<file path="config.mk">
export PLATFORM = sky130hd
export DESIGN_NAME = vision_cmd_ctrl
export DESIGN_NICKNAME = d
export VERILOG_FILES = /design/src/rtl/vision_pkg.sv /design/src/rtl/vision_frame_filter.sv /design/src/rtl/vision_cmd_ctrl.sv
export SDC_FILE = /design/constraint.sdc
export NUM_CORES = 1
export LEC_CHECK = 0
export ABC_AREA = 0
export CORE_AREA = 5 5 98 77
export CTS_CLUSTER_DIAMETER = 60
export DETAILED_ROUTE_END_ITERATION = 7
export DIE_AREA = 0 0 103 82
export GPL_ROUTABILITY_DRIVEN = 0
export GPL_TIMING_DRIVEN = 1
export HOLD_SLACK_MARGIN = 0.02
export PLACE_DENSITY = 0.54
export SLEW_MARGIN = 30
export SYNTH_ARGS = -nofsm -noshare
export SYNTH_HDL_FRONTEND = slang
export SYNTH_SLANG_ARGS = --single-unit
</file>
<file path="constraint.sdc">
create_clock -name pixel_clock_in -period 2.69 [get_ports pixel_clock_in]
set_input_delay 0.538 -clock pixel_clock_in [delete_from_list [all_inputs] [get_ports pixel_clock_in]]
set_output_delay 0.538 -clock pixel_clock_in [all_outputs]
set_load 0.005 [all_outputs]
</file>
<file path="src/rtl/vision_pkg.sv">
// Shared command, lane and controller-state encodings for the vision command path.
package vision_pkg;

    typedef enum logic [1:0] {
        CMD_NONE  = 2'd0,
        CMD_LEFT  = 2'd1,
        CMD_RIGHT = 2'd2,
        CMD_JUMP  = 2'd3
    } cmd_t;

    localparam logic [1:0] LANE_LEFT    = 2'd0;
    localparam logic [1:0] LANE_MID     = 2'd1;
    localparam logic [1:0] LANE_RIGHT   = 2'd2;
    localparam logic [1:0] LANE_INVALID = 2'd3;

    typedef enum logic [1:0] {
        S_IDLE  = 2'd0,
        S_ISSUE = 2'd1,
        S_GAP   = 2'd2
    } ctrl_state_t;

endpackage

</file>
<file path="src/rtl/vision_frame_filter.sv">
// Per-frame debounce of the vision results: stable target lane, jump arming and
// player-lost detection, all advanced once per rising edge of data_valid_in.
module vision_frame_filter
    import vision_pkg::*;
#(
    parameter int unsigned STABLE_FRAMES = 3,
    parameter int unsigned JUMP_FRAMES   = 2,
    parameter int unsigned LOST_FRAMES   = 15
) (
    input  logic       clk,
    input  logic       rst,
    input  logic       data_valid_in,
    input  logic [1:0] lane_in,
    input  logic       jump_in,
    input  logic [8:0] quadrants_in,
    output logic       frame_tick,
    output logic [1:0] target_lane,
    output logic       jump_arm_pulse,
    output logic       player_lost
);

    localparam logic [3:0] STABLE_MAX = 4'(STABLE_FRAMES);
    localparam logic [3:0] JUMP_MAX   = 4'(JUMP_FRAMES);
    localparam logic [3:0] LOST_MAX   = 4'(LOST_FRAMES);

    logic       dv_q;
    logic [3:0] stable_cnt_q, stable_cnt_d;
    logic [3:0] jump_cnt_q, jump_cnt_d;
    logic [3:0] lost_cnt_q, lost_cnt_d;
    logic [1:0] cand_lane_q, cand_lane_d;
    logic [1:0] target_lane_q, target_lane_d;
    logic       player_lost_q, player_lost_d;
    logic       det;

    always_comb begin
        stable_cnt_d   = stable_cnt_q;
        jump_cnt_d     = jump_cnt_q;
        lost_cnt_d     = lost_cnt_q;
        cand_lane_d    = cand_lane_q;
        target_lane_d  = target_lane_q;
        player_lost_d  = player_lost_q;
        jump_arm_pulse = 1'b0;

        frame_tick = data_valid_in & ~dv_q;
        det        = (quadrants_in != 9'd0) && (lane_in != LANE_INVALID);

        if (frame_tick) begin
            if (det) begin
                lost_cnt_d    = 4'd0;
                player_lost_d = 1'b0;
                if (lane_in == cand_lane_q) begin
                    stable_cnt_d = (stable_cnt_q >= STABLE_MAX) ? STABLE_MAX : stable_cnt_q + 4'd1;
                end else begin
                    cand_lane_d  = lane_in;
                    stable_cnt_d = 4'd1;
                end
                // The candidate is lane_in on either branch, so promote it directly.
                if (stable_cnt_d == STABLE_MAX) target_lane_d = lane_in;
                if (jump_in) begin
                    jump_cnt_d = (jump_cnt_q >= JUMP_MAX) ? JUMP_MAX : jump_cnt_q + 4'd1;
                end else begin
                    jump_cnt_d = 4'd0;
                end
                jump_arm_pulse = (jump_cnt_d == JUMP_MAX) && (jump_cnt_q != JUMP_MAX);
            end else begin
                stable_cnt_d = 4'd0;
                jump_cnt_d   = 4'd0;
                lost_cnt_d   = (lost_cnt_q >= LOST_MAX) ? LOST_MAX : lost_cnt_q + 4'd1;
                if ({1'b0, lost_cnt_q} + 5'd1 >= {1'b0, LOST_MAX}) player_lost_d = 1'b1;
            end
        end
    end

    always_ff @(posedge clk) begin
        if (rst) begin
            dv_q          <= 1'b0;
            stable_cnt_q  <= 4'd0;
            jump_cnt_q    <= 4'd0;
            lost_cnt_q    <= 4'd0;
            cand_lane_q   <= LANE_MID;
            target_lane_q <= LANE_MID;
            player_lost_q <= 1'b0;
        end else begin
            dv_q          <= data_valid_in;
            stable_cnt_q  <= stable_cnt_d;
            jump_cnt_q    <= jump_cnt_d;
            lost_cnt_q    <= lost_cnt_d;
            cand_lane_q   <= cand_lane_d;
            target_lane_q <= target_lane_d;
            player_lost_q <= player_lost_d;
        end
    end

    assign target_lane = target_lane_q;
    assign player_lost = player_lost_q;

endmodule

</file>
<file path="src/rtl/vision_cmd_ctrl.sv">
// Turns filtered vision results into rate-limited LEFT/RIGHT/JUMP commands over a
// valid/ready handshake, tracking the committed player lane.
module vision_cmd_ctrl
    import vision_pkg::*;
#(
    parameter int unsigned STABLE_FRAMES   = 3,
    parameter int unsigned JUMP_FRAMES     = 2,
    parameter int unsigned LOST_FRAMES     = 15,
    parameter int unsigned COOLDOWN_FRAMES = 20,
    parameter int unsigned GAP_CYCLES      = 4
) (
    input  logic       pixel_clock_in,
    input  logic       rst_in,
    input  logic       enable_in,
    input  logic [1:0] lane_in,
    input  logic       jump_in,
    input  logic [8:0] quadrants_in,
    input  logic       data_valid_in,
    input  logic       cmd_ready_in,
    output logic       cmd_valid,
    output logic [1:0] cmd_code,
    output logic [1:0] cur_lane,
    output logic       player_lost
);

    localparam logic [7:0] COOLDOWN_LOAD = 8'(COOLDOWN_FRAMES);
    localparam logic [3:0] GAP_LOAD      = 4'(GAP_CYCLES);

    logic        frame_tick;
    logic [1:0]  target_lane;
    logic        jump_arm_pulse;

    ctrl_state_t state_q, state_d;
    logic        cmd_valid_q, cmd_valid_d;
    cmd_t        cmd_code_q, cmd_code_d;
    logic [1:0]  cur_lane_q, cur_lane_d;
    logic [3:0]  gap_cnt_q, gap_cnt_d;
    logic [7:0]  cooldown_q, cooldown_d;
    logic        jump_pending_q, jump_pending_d;
    cmd_t        next_cmd;

    vision_frame_filter #(
        .STABLE_FRAMES (STABLE_FRAMES),
        .JUMP_FRAMES   (JUMP_FRAMES),
        .LOST_FRAMES   (LOST_FRAMES)
    ) u_filter (
        .clk            (pixel_clock_in),
        .rst            (rst_in),
        .data_valid_in  (data_valid_in),
        .lane_in        (lane_in),
        .jump_in        (jump_in),
        .quadrants_in   (quadrants_in),
        .frame_tick     (frame_tick),
        .target_lane    (target_lane),
        .jump_arm_pulse (jump_arm_pulse),
        .player_lost    (player_lost)
    );

    always_comb begin
        state_d        = state_q;
        cmd_valid_d    = cmd_valid_q;
        cmd_code_d     = cmd_code_q;
        cur_lane_d     = cur_lane_q;
        gap_cnt_d      = gap_cnt_q;
        cooldown_d     = cooldown_q;
        jump_pending_d = jump_pending_q;
        next_cmd       = CMD_NONE;

        if (frame_tick && cooldown_q != 8'd0) cooldown_d = cooldown_q - 8'd1;
        if (jump_arm_pulse && cooldown_q == 8'd0) jump_pending_d = 1'b1;

        case (state_q)
            S_IDLE: begin
                if (enable_in && !player_lost) begin
                    if (jump_pending_q)                next_cmd = CMD_JUMP;
                    else if (target_lane < cur_lane_q) next_cmd = CMD_LEFT;
                    else if (target_lane > cur_lane_q) next_cmd = CMD_RIGHT;
                end
                if (next_cmd != CMD_NONE) begin
                    cmd_valid_d = 1'b1;
                    cmd_code_d  = next_cmd;
                    state_d     = S_ISSUE;
                end
            end
            S_ISSUE: begin
                // Offer stays up regardless of enable_in until the consumer takes it.
                if (cmd_valid_q && cmd_ready_in) begin
                    case (cmd_code_q)
                        CMD_LEFT:  if (cur_lane_q != LANE_LEFT)  cur_lane_d = cur_lane_q - 2'd1;
                        CMD_RIGHT: if (cur_lane_q != LANE_RIGHT) cur_lane_d = cur_lane_q + 2'd1;
                        CMD_JUMP: begin
                            jump_pending_d = 1'b0;
                            cooldown_d     = COOLDOWN_LOAD;
                        end
                        default: ;
                    endcase
                    cmd_valid_d = 1'b0;
                    cmd_code_d  = CMD_NONE;
                    gap_cnt_d   = GAP_LOAD;
                    state_d     = S_GAP;
                end
            end
            S_GAP: begin
                if (gap_cnt_q == 4'd0) state_d = S_IDLE;
                else                   gap_cnt_d = gap_cnt_q - 4'd1;
            end
            default: state_d = S_IDLE;
        endcase
    end

    always_ff @(posedge pixel_clock_in) begin
        if (rst_in) begin
            state_q        <= S_IDLE;
            cmd_valid_q    <= 1'b0;
            cmd_code_q     <= CMD_NONE;
            cur_lane_q     <= LANE_MID;
            gap_cnt_q      <= 4'd0;
            cooldown_q     <= 8'd0;
            jump_pending_q <= 1'b0;
        end else begin
            state_q        <= state_d;
            cmd_valid_q    <= cmd_valid_d;
            cmd_code_q     <= cmd_code_d;
            cur_lane_q     <= cur_lane_d;
            gap_cnt_q      <= gap_cnt_d;
            cooldown_q     <= cooldown_d;
            jump_pending_q <= jump_pending_d;
        end
    end

    assign cmd_valid = cmd_valid_q;
    assign cmd_code  = cmd_code_q;
    assign cur_lane  = cur_lane_q;

endmodule

</file>
==> metrics.csv, run 1 <==
stage,metric,value,unit
setup_path,required,2.91,ns
setup_path,critPathArrivalTime,2.39,ns
sta,timing.setup.tns,0,ns
sta,period_share,80.8,%
sta,setup_viol,0,
floorplanning,die_h,82,um
clock_tree,cts_buffer_depth,2,
route,totalWireLength,3980,um
finish,utilization,35.0,%
grt,grtUsageTotal,10.5,%
floorplanning,fp.dieArea,0.00845,mm^2
finish,syn2layout_area_growth,21.1,%
route,detail_route.first_pass.iterations,4,
grt,grt_overflow_total,0,
synth,syn_area_per_cell,8.48,um^2
setup_path,endpoint_kind,flip-flop,
setup_path,crit_path_max_fanout,7,
sta,finalHoldViolCount,0,
flow_run,max_cap_viol_count,0,
finish,drive_gt1_share,6.40,%
synth,synthCells,224,
synth,yosysWarnings,0,
finish,nFillCells,681,
synth,netlist_area,0.00190,mm^2
sta,worst_clock_skew,0.00291,ns
power_and_ir_drop,ir_worst_vdd,0.240,mV
synth,synthArstFlopShare,0,%
sta,drv_slew,0,
grt,grt_pass1_wl,6940,um
clock_tree,cts_post_setup_buffers_inserted,0,
floorplanning,num_rows,26,
min_path,hold_path.class,reg2reg,
outcome,status,completed,
setup_path,r2r_slack,0.61,ns
synth,synth_nets,251,
setup_path,crit_type,in2reg,
synth,synth_edf_count,0,
clock_tree,postCtsHoldBufs,0,
grt,antenna_found_initial,0,
synth,seq_area_frac_synth,40.0,%
route,drc,0,
clock_tree,insertion_delay,0.28,ns
grt,grt_start_max_net_pins,19,
setup_path,start_kind,input port,
route,routedWlPerCell,11.9,um
route,ant_nets,0,
route,avgViaCountPerCell,4.73,
floorplanning,io_pins,23,
floorplanning,start_util,28.9,%
clock_tree,post_cts_resize_count,0,
clock_tree,cts.htree.levels,2,
clock_tree,path_clk_slew,0.07,ns
finish,antenna_cells,0,
place,portBuffers,22,
clock_tree,cts_num_sinks,38,
sta,relSlewSlack,62.3,%
place,dp_hpwl,2930,um
sta,clock.fmax,460,MHz
synth,yosysUniqueCellTypes,48,
power_and_ir_drop,power_leakage,0.855,nW
floorplanning,die_w,103,um
route,drt_iter0_markers,30,
clock_tree,cts_root_buf,clkbuf_8,
power_and_ir_drop,power,0.00143,W
power_and_ir_drop,pwr_density_cell,620,mW/mm^2
route,num_vias,1579,
finish,nets,277,
clock_tree,cts_tree,yes,
clock_tree,cts_buffers,5,
sta,rsz0062_at_grt,false,
synth,synth-seq-cells,38,
sta,period_minus_slack,2.17,ns
sta,tightestPinTransition,0.560,ns
synth,synth_ff_type,dfxtp_1,
floorplanning,core_area,0.00657,mm^2
grt,grt_pass1_vias,1510,
## cells in the mapped netlist, drive strengths merged, types with 3 or more instances
cell / number / area, um^2
a211o: 3 / 26.3
nand3: 3 / 15.0
or2: 3 / 18.8
ha: 10 / 125
a22oi: 3 / 22.5
nor3b: 3 / 22.5
mux2i: 3 / 30.0
clkbuf: 5 / 18.8
inv: 16 / 60.1
xnor2: 10 / 87.6
o21ai: 4 / 20.0
nor2: 24 / 90.1
nor4: 6 / 37.5
a21oi: 20 / 104
or3: 3 / 20.0
a31oi: 3 / 18.8
nand2: 17 / 63.8
nand2b: 4 / 25.0
and2: 5 / 31.3
dfxtp: 38 / 761
nor3: 11 / 55.1
nor2b: 5 / 31.3
## power by group
part | switching, W | internal, W
Sequential | 0.0000502 | 0.000621
Clock | 0.000185 | 0.000178
Combinational | 0.000187 | 0.000206
## final cells by class
type,count,area (um^2),share of cell area [%]
well taps,84,105,4.57
repair buffers,25,243,10.5
flip-flops and latches,38,761,33.0
inverters,16,60.1,2.61
clock buffers,7,76.3,3.32
multi-input cells,164,1060,45.9
## stage by stage
| step | hold slack, ns | worst slack (ns) | instances | instance area (um^2) |
|---|---|---|---|---|
| final | 0.455 | 0.516 | 334 | 2300 |
| after global routing | 0.481 | 0.362 | 334 | 2300 |
| after CTS | 0.460 | 0.516 | 334 | 2300 |
| after detailed placement | 0.449 | 0.233 | 327 | 2230 |
| after global placement | 0.446 | 0.254 | 327 | 2230 |
| after floorplan | 0.431 | 0.756 | 224 | 1900 |
## layer usage
metal / vias up / track usage (%) / wire (um)
met4: 0 / 3.10 / 38
li1: 833 / - / -
met5: - / 0 / 0
met2: 21 / 15.3 / 1640
met3: 5 / 3.23 / 167
met1: 720 / 14.7 / 2130
## cell usage in the layout (no fill, tap or decap), drive strengths merged, types with 3 or more instances in the layout
master	n
inv	16
a31oi	3
nor2	24
buf	3
nor3	11
nand2b	4
or2	3
a211o	3
nor4	6
a22oi	3
mux2i	3
ha	10
nor3b	3
and2	5
nor2b	5
nand2	17
xnor2	10
dfxtp	38
or3	3
o21ai	4
nand3	3
clkdlybuf4s50	22
a21oi	20
clkbuf	7
## critical path: stages
cell and delay, ns:
clkdlybuf4s50_1 0.47, and2_1 0.21, a31o_2 0.27, a211o_1 0.25, or4_4 0.51, a21oi_2 0.14
## kinds of logic (layout without fill, tap and decap cells)
kind of cell	Yosys count	count (layout)	share of synthesized area [%]
simple gates	91	91	25.2
compound gates	47	47	16.1
flops	38	38	40.0
buf+inv	22	48	4.35
xor+xnor	12	12	5.53
fa+ha+maj	10	10	6.58
mux	4	4	2.17
## flip-flops by register name, indices dropped and copies added (netlist names), 4 cells and up
signal / count
u_filter.jump_cnt_q: 4
gap_cnt_q: 4
u_filter.lost_cnt_q: 4
u_filter.stable_cnt_q: 4
cooldown_q: 8
## path summary, 6_finish.rpt
check,endpoint,depth (start not counted),start
hold reg to reg,u_filter.stable_cnt_q[1],2,u_filter.stable_cnt_q[1]
hold / removal,u_filter.stable_cnt_q[1],2,u_filter.stable_cnt_q[1]
setup / recovery,jump_pending_q,6,lane_in[0]
setup reg to reg,cooldown_q[1],7,cooldown_q[0]
(Power assumes the default switching activity.)
==> run 2: changes to the inputs <==
- PLACE_DENSITY: 0.54 -> 0.55
- clock period: 2.69 -> 2 ns (I/O delays scaled with it)
==> run 2 against run 1 <==
Against the previous run: non-clock buffer count is 20 higher; sequential cell count unchanged; cell area grew 8.8%; global-route usage down 0.53 points; register-to-register slack got worse by 0.53 ns; sequential share of layout area down 2.6 points; clock power grew 67%; sequential power up 35%; worst setup slack worse by 0.44 ns; final cell count up 6.3%; die area did not move; combinational power is 75% higher; critical path type unchanged; critical endpoint unchanged.
==> metrics.csv, run 2 (synthesis results as in run 1) <==
stage,metric,value,unit
floorplanning,die_w,103,um
finish,final_common_cell,dfxtp_1,
finish,nets,297,
setup_path,path_depth,6,
clock_tree,cts_buffers,5,
setup_path,r2r_start,cooldown_q[1],
grt,grtUsageTotal,9.93,%
place,dp_hpwl,3090,um
setup_path,critical-path-slowest-cell,or4_4,
setup_path,critPathBufInv,1,
power_and_ir_drop,pwr_density_cell,880,mW/mm^2
grt,grt_pass1_vias,1494,
sta,drv_slew,0,
setup_path,ff2ff_path_depth,6,
grt,antenna_found_initial,0,
setup_path,endpoint_kind,flip-flop,
sta,setup_viol,0,
grt,grt_pass1_wl,6710,um
place,placed_area,0.00237,mm^2
finish,final_cell_area,0.00250,mm^2
finish,layout_common_cells,"dfxtp_1 (36), nor2_1 (24), buf_4 (23)",
setup_path,endpoint,jump_pending_q,
finish,nFillCells,689,
floorplanning,num_rows,26,
setup_path,critical_path.cell_chain,clkdlybuf4s50_1 > and2_1 > a31o_2 > a211o_1 > or4_4 > a21oi_2,
setup_path,r2r_slack,0.08,ns
floorplanning,fp.dieArea,0.00845,mm^2
flow_run,max_cap_viol_count,0,
route,num_vias,1675,
setup_path,start_kind,input port,
grt,grt_start_max_net_pins,19,
setup_path,crit_type,in2reg,
grt,grt_overflow_total,0,
sta,relSlewSlack,72.7,%
sta,period_share,96.1,%
sta,tightestPinTransition,0.405,ns
sta,rsz0062_at_grt,false,
sta,worst_clock_skew,0.00176,ns
setup_path,critPathArrivalTime,2.14,ns
route,ant_nets,0,
route,drt_iter0_markers,33,
clock_tree,cts_buffer_depth,2,
place,portBuffers,22,
setup_path,cp_slowest_stage_delay,0.52,ns
setup_path,r2r_end,jump_pending_q,
power_and_ir_drop,power_leakage,0.971,nW
sta,clock.fmax,520,MHz
clock_tree,insertion_delay,0.28,ns
min_path,hold_path.class,reg2reg,
route,avgViaCountPerCell,4.72,
setup_path,required,2.22,ns
route,totalWireLength,4090,um
route,detail_route.first_pass.iterations,5,
route,drc,0,
route,routedWlPerCell,11.5,um
floorplanning,core_area,0.00657,mm^2
setup_path,crit_path_max_fanout,3,
sta,finalHoldViolCount,0,
finish,largest_register,cooldown_q,
clock_tree,cts_tree,yes,
finish,antenna_cells,0,
setup_path,critPathTopFamily,simple AND/OR/NAND/NOR gates,
outcome,status,completed,
setup_path,startpoint,lane_in[0],
finish,largest_reg_flops,8,
sta,period_minus_slack,1.92,ns
clock_tree,cts_num_sinks,38,
clock_tree,path_clk_slew,0.07,ns
min_path,whs_path_depth,2,
clock_tree,cts_root_buf,clkbuf_8,
finish,syn2layout_area_growth,31.8,%
clock_tree,cts.htree.levels,2,
floorplanning,die_h,82,um
floorplanning,io_pins,23,
power_and_ir_drop,ir_worst_vdd,0.330,mV
finish,drive_gt1_share,16.6,%
floorplanning,start_util,28.9,%
sta,hold-worst-slack,0.472,ns
clock_tree,postCtsHoldBufs,0,
==> run 2: changes by cell type in the layout (fill, tap and decap cells not counted) <==
cell | previous run | this run
dfxtp_2 | 0 | 2
clkbuf_8 | 5 | 8
inv_2 | 0 | 2
clkbuf_1 | 2 | 0
o21ai_0 | 4 | 3
o21ai_2 | 0 | 1
ha_4 | 0 | 1
inv_1 | 16 | 14
ha_1 | 10 | 9
dfxtp_1 | 38 | 36
buf_4 | 3 | 23
==> run 2: what timing repair did <==
| item | 4_1_cts | 5_1_grt |
|---|---|---|
| setup buffers | 0 | 1 |
| endpoints found under the setup margin | 1 | 3 |
| pin swaps | 0 | 2 |
| resized for setup | 1 | 7 |
==> run 2: power breakdown <==
part | switching, W | internal, W | total, W | leakage [nW]
clock | 0.000260 | 0.000348 | 0.000608 | 0.0575
combinational | 0.000291 | 0.000397 | 0.000687 | 0.605
sequential | 0.0000711 | 0.000838 | 0.000909 | 0.309
total | 0.000622 | 0.00158 | 0.00220 | 0.971
==> run 2: worst min-delay path: stages (launching register included) <==
cell and delay, ns:
dfxtp_1 0.32, nand2_1 0.06, a21oi_1 0.05
==> run 2: area by class of cell <==
cell class / instances / area [um^2] / share of cell area [%]
multi-input combinational: 164 / 1070 / 42.9
clock buffer: 8 / 110 / 4.40
inverter: 16 / 60.1 / 2.40
sequential: 38 / 763 / 30.5
timing repair buffer: 45 / 393 / 15.7
tap: 84 / 105 / 4.20
==> run 2: how the worst min path moves through the flow <==
stage / from / to / slack [ns]
after floorplan: u_filter.stable_cnt_q[2] / u_filter.stable_cnt_q[2] / 0.43
after global placement: u_filter.stable_cnt_q[1] / u_filter.stable_cnt_q[1] / 0.44
after detailed placement: u_filter.stable_cnt_q[3] / u_filter.stable_cnt_q[3] / 0.45
after CTS: u_filter.stable_cnt_q[1] / u_filter.stable_cnt_q[1] / 0.47
after global routing: u_filter.stable_cnt_q[1] / u_filter.stable_cnt_q[1] / 0.49
final: u_filter.stable_cnt_q[1] / u_filter.stable_cnt_q[1] / 0.47
==> run 2: metal layers <==
metal,wire (um),track usage (%),vias to the layer above,part of all wire [%]
met5,0,0,-,0
met3,298,3.48,2,7.3
met1,2110,13.6,755,52
li1,-,-,882,-
met4,12,1.55,0,0.29
met2,1670,15.2,36,41
==> run 2: stage by stage <==
step	utilization [%]	power, W	instances	setup WS, ns	TNS, ns
detailed placement	36.0	0.00157	346	-0.208	-0.840
floorplan	-	0.00133	224	0.0662	0
global route	38.1	0.00236	355	0.00147	0
CTS	37.7	0.00218	354	0.0623	0
global placement	36.0	0.00156	346	-0.170	-0.622
finish	38.1	0.00220	355	0.0776	0
==> run 3: changes to the inputs <==
- PLACE_DENSITY: 0.55 -> unset
==> run 3 against run 2 <==
Against the previous run: worst setup slack got worse by 0.024 ns; combinational power is 14% higher; sequential cell count did not move; routed wire length grew 2.7%; cell area rose by 1.3%; fmax shrank 1.3%; clock power increased by 6.2%; register-to-register slack about the same; global-route usage up 0.58 points; critical path type unchanged; largest power group unchanged.
==> metrics.csv, run 3 (synthesis results as in run 1) <==
stage,metric,value,unit
floorplanning,die_h,82,um
setup_path,startpoint,quadrants_in[7],
flow_run,max_cap_viol_count,0,
sta,timing.setup.tns,0,ns
clock_tree,cts_root_buf,clkbuf_8,
route,avgViaCountPerCell,4.64,
place,portBuffers,22,
place,dp_cells,349,
grt,grt_pass1_wl,7040,um
finish,final_cell_area,0.00254,mm^2
setup_path,endpoint_kind,flip-flop,
clock_tree,cts_tree,yes,
floorplanning,fp.dieArea,0.00845,mm^2
setup_path,r2r_start,cooldown_q[1],
setup_path,start_kind,input port,
floorplanning,num_rows,26,
sta,worst_clock_skew,0.00718,ns
power_and_ir_drop,pwr_density_cell,921,mW/mm^2
clock_tree,cts_num_sinks,38,
clock_tree,cts_buffers,5,
route,num_vias,1664,
place,dp_hpwl,3170,um
grt,use_met1,15.2,%
sta,setup_viol,0,
route,totalWireLength,4200,um
setup_path,crit_path_max_fanout,3,
finish,final_common_cell,dfxtp_1,
floorplanning,die_w,103,um
min_path,hold_start,u_filter.stable_cnt_q[1],
sta,drv_slew,0,
grt,grt_overflow_total,0,
sta,tightestPinTransition,0.395,ns
power_and_ir_drop,power,0.00234,W
setup_path,crit_type,in2reg,
clock_tree,path_clk_slew,0.08,ns
floorplanning,io_pins,23,
sta,clock.fmax,514,MHz
finish,antenna_cells,0,
place,placed_area,0.00239,mm^2
grt,antenna_found_initial,0,
clock_tree,cts_buffer_depth,2,
grt,grt_start_max_net_pins,17,
route,drt_iter0_markers,64,
finish,syn2layout_area_growth,33.5,%
finish,layout_common_cells,"dfxtp_1 (36), buf_4 (27), nor2_1 (24)",
floorplanning,start_util,28.9,%
clock_tree,cts.htree.levels,2,
sta,hold-worst-slack,0.454,ns
route,drc,0,
finish,drive_gt1_share,17.5,%
finish,largest_register,cooldown_q,
route,routedWlPerCell,11.7,um
min_path,hold_path.class,reg2reg,
outcome,status,completed,
sta,finalHoldViolCount,0,
setup_path,required,2.22,ns
route,detail_route.first_pass.iterations,4,
sta,period_minus_slack,1.95,ns
grt,grt_pass1_vias,1567,
finish,final_cells,359,
sta,period_share,97.3,%
grt,grtUsageMet2,15.0,%
finish,largest_reg_flops,8,
power_and_ir_drop,ir_worst_vdd,0.547,mV
grt,grtUsageMet3,3.40,%
finish,nets,301,
sta,relSlewSlack,73.3,%
grt,grtUsageTotal,10.5,%
setup_path,critPathArrivalTime,2.17,ns
grt,busiest_layer,met1,
route,ant_nets,0,
power_and_ir_drop,power_leakage,0.994,nW
clock_tree,insertion_delay,0.29,ns
clock_tree,postCtsHoldBufs,0,
floorplanning,core_area,0.00657,mm^2
==> run 3: worst paths after layout <==
| kind | endpoint | slack, ns | cells past startpoint |
|---|---|---|---|
| max | jump_pending_q | 0.05 | 7 |
| min | u_filter.stable_cnt_q[1] | 0.45 | 2 |
| max reg2reg | jump_pending_q | 0.08 | 6 |
| min reg2reg | u_filter.stable_cnt_q[1] | 0.45 | 2 |
==> run 3: worst max-delay path, stage by stage <==
cell and delay, ns:
clkdlybuf4s50_1 0.46, nor4_1 0.05, buf_4 0.12, a31o_2 0.24, a211o_1 0.25, or4_4 0.52, a21oi_2 0.13
==> run 3: cell type report <==
cell class                 count  area, um^2
clock inverter                 1        30.0
clock buffer                   7        76.3
fill                         685        4030
inverter                      16        60.1
multi-input combinational    164        1080
timing repair buffer          49         423
sequential                    38         763
tap                           84         105
==> run 3: stage by stage <==
stage	utilization (%)	worst slack, ns
finish	38.6	0.0532
global route	38.6	-0.00604
CTS	38.0	0.0125
detailed placement	36.4	-0.264
global placement	36.4	-0.224
floorplan	-	0.0662
==> run 3: where the power goes <==
group	total [W]	switching [W]	leakage [nW]	internal (W)
clock network	0.000646	0.000272	0.0524	0.000373
logic	0.000780	0.000319	0.633	0.000461
registers	0.000911	0.0000728	0.309	0.000838
total	0.00234	0.000664	0.994	0.00167
==> run 3: what timing repair did <==
| action | in CTS | in global routing |
|---|---|---|
| gates cloned | 0 | 0 |
| pin swaps | 1 | 3 |
| buffers inserted | 0 | 2 |
| resized for setup | 2 | 9 |
| setup endpoints to repair | 1 | 3 |
==> run 3: layer usage <==
layer  wire length [um]  share of wire (%)
met1               2230                 53
met2               1790                 43
met3                152                3.6
met4                 27               0.64
met5                  0                  0
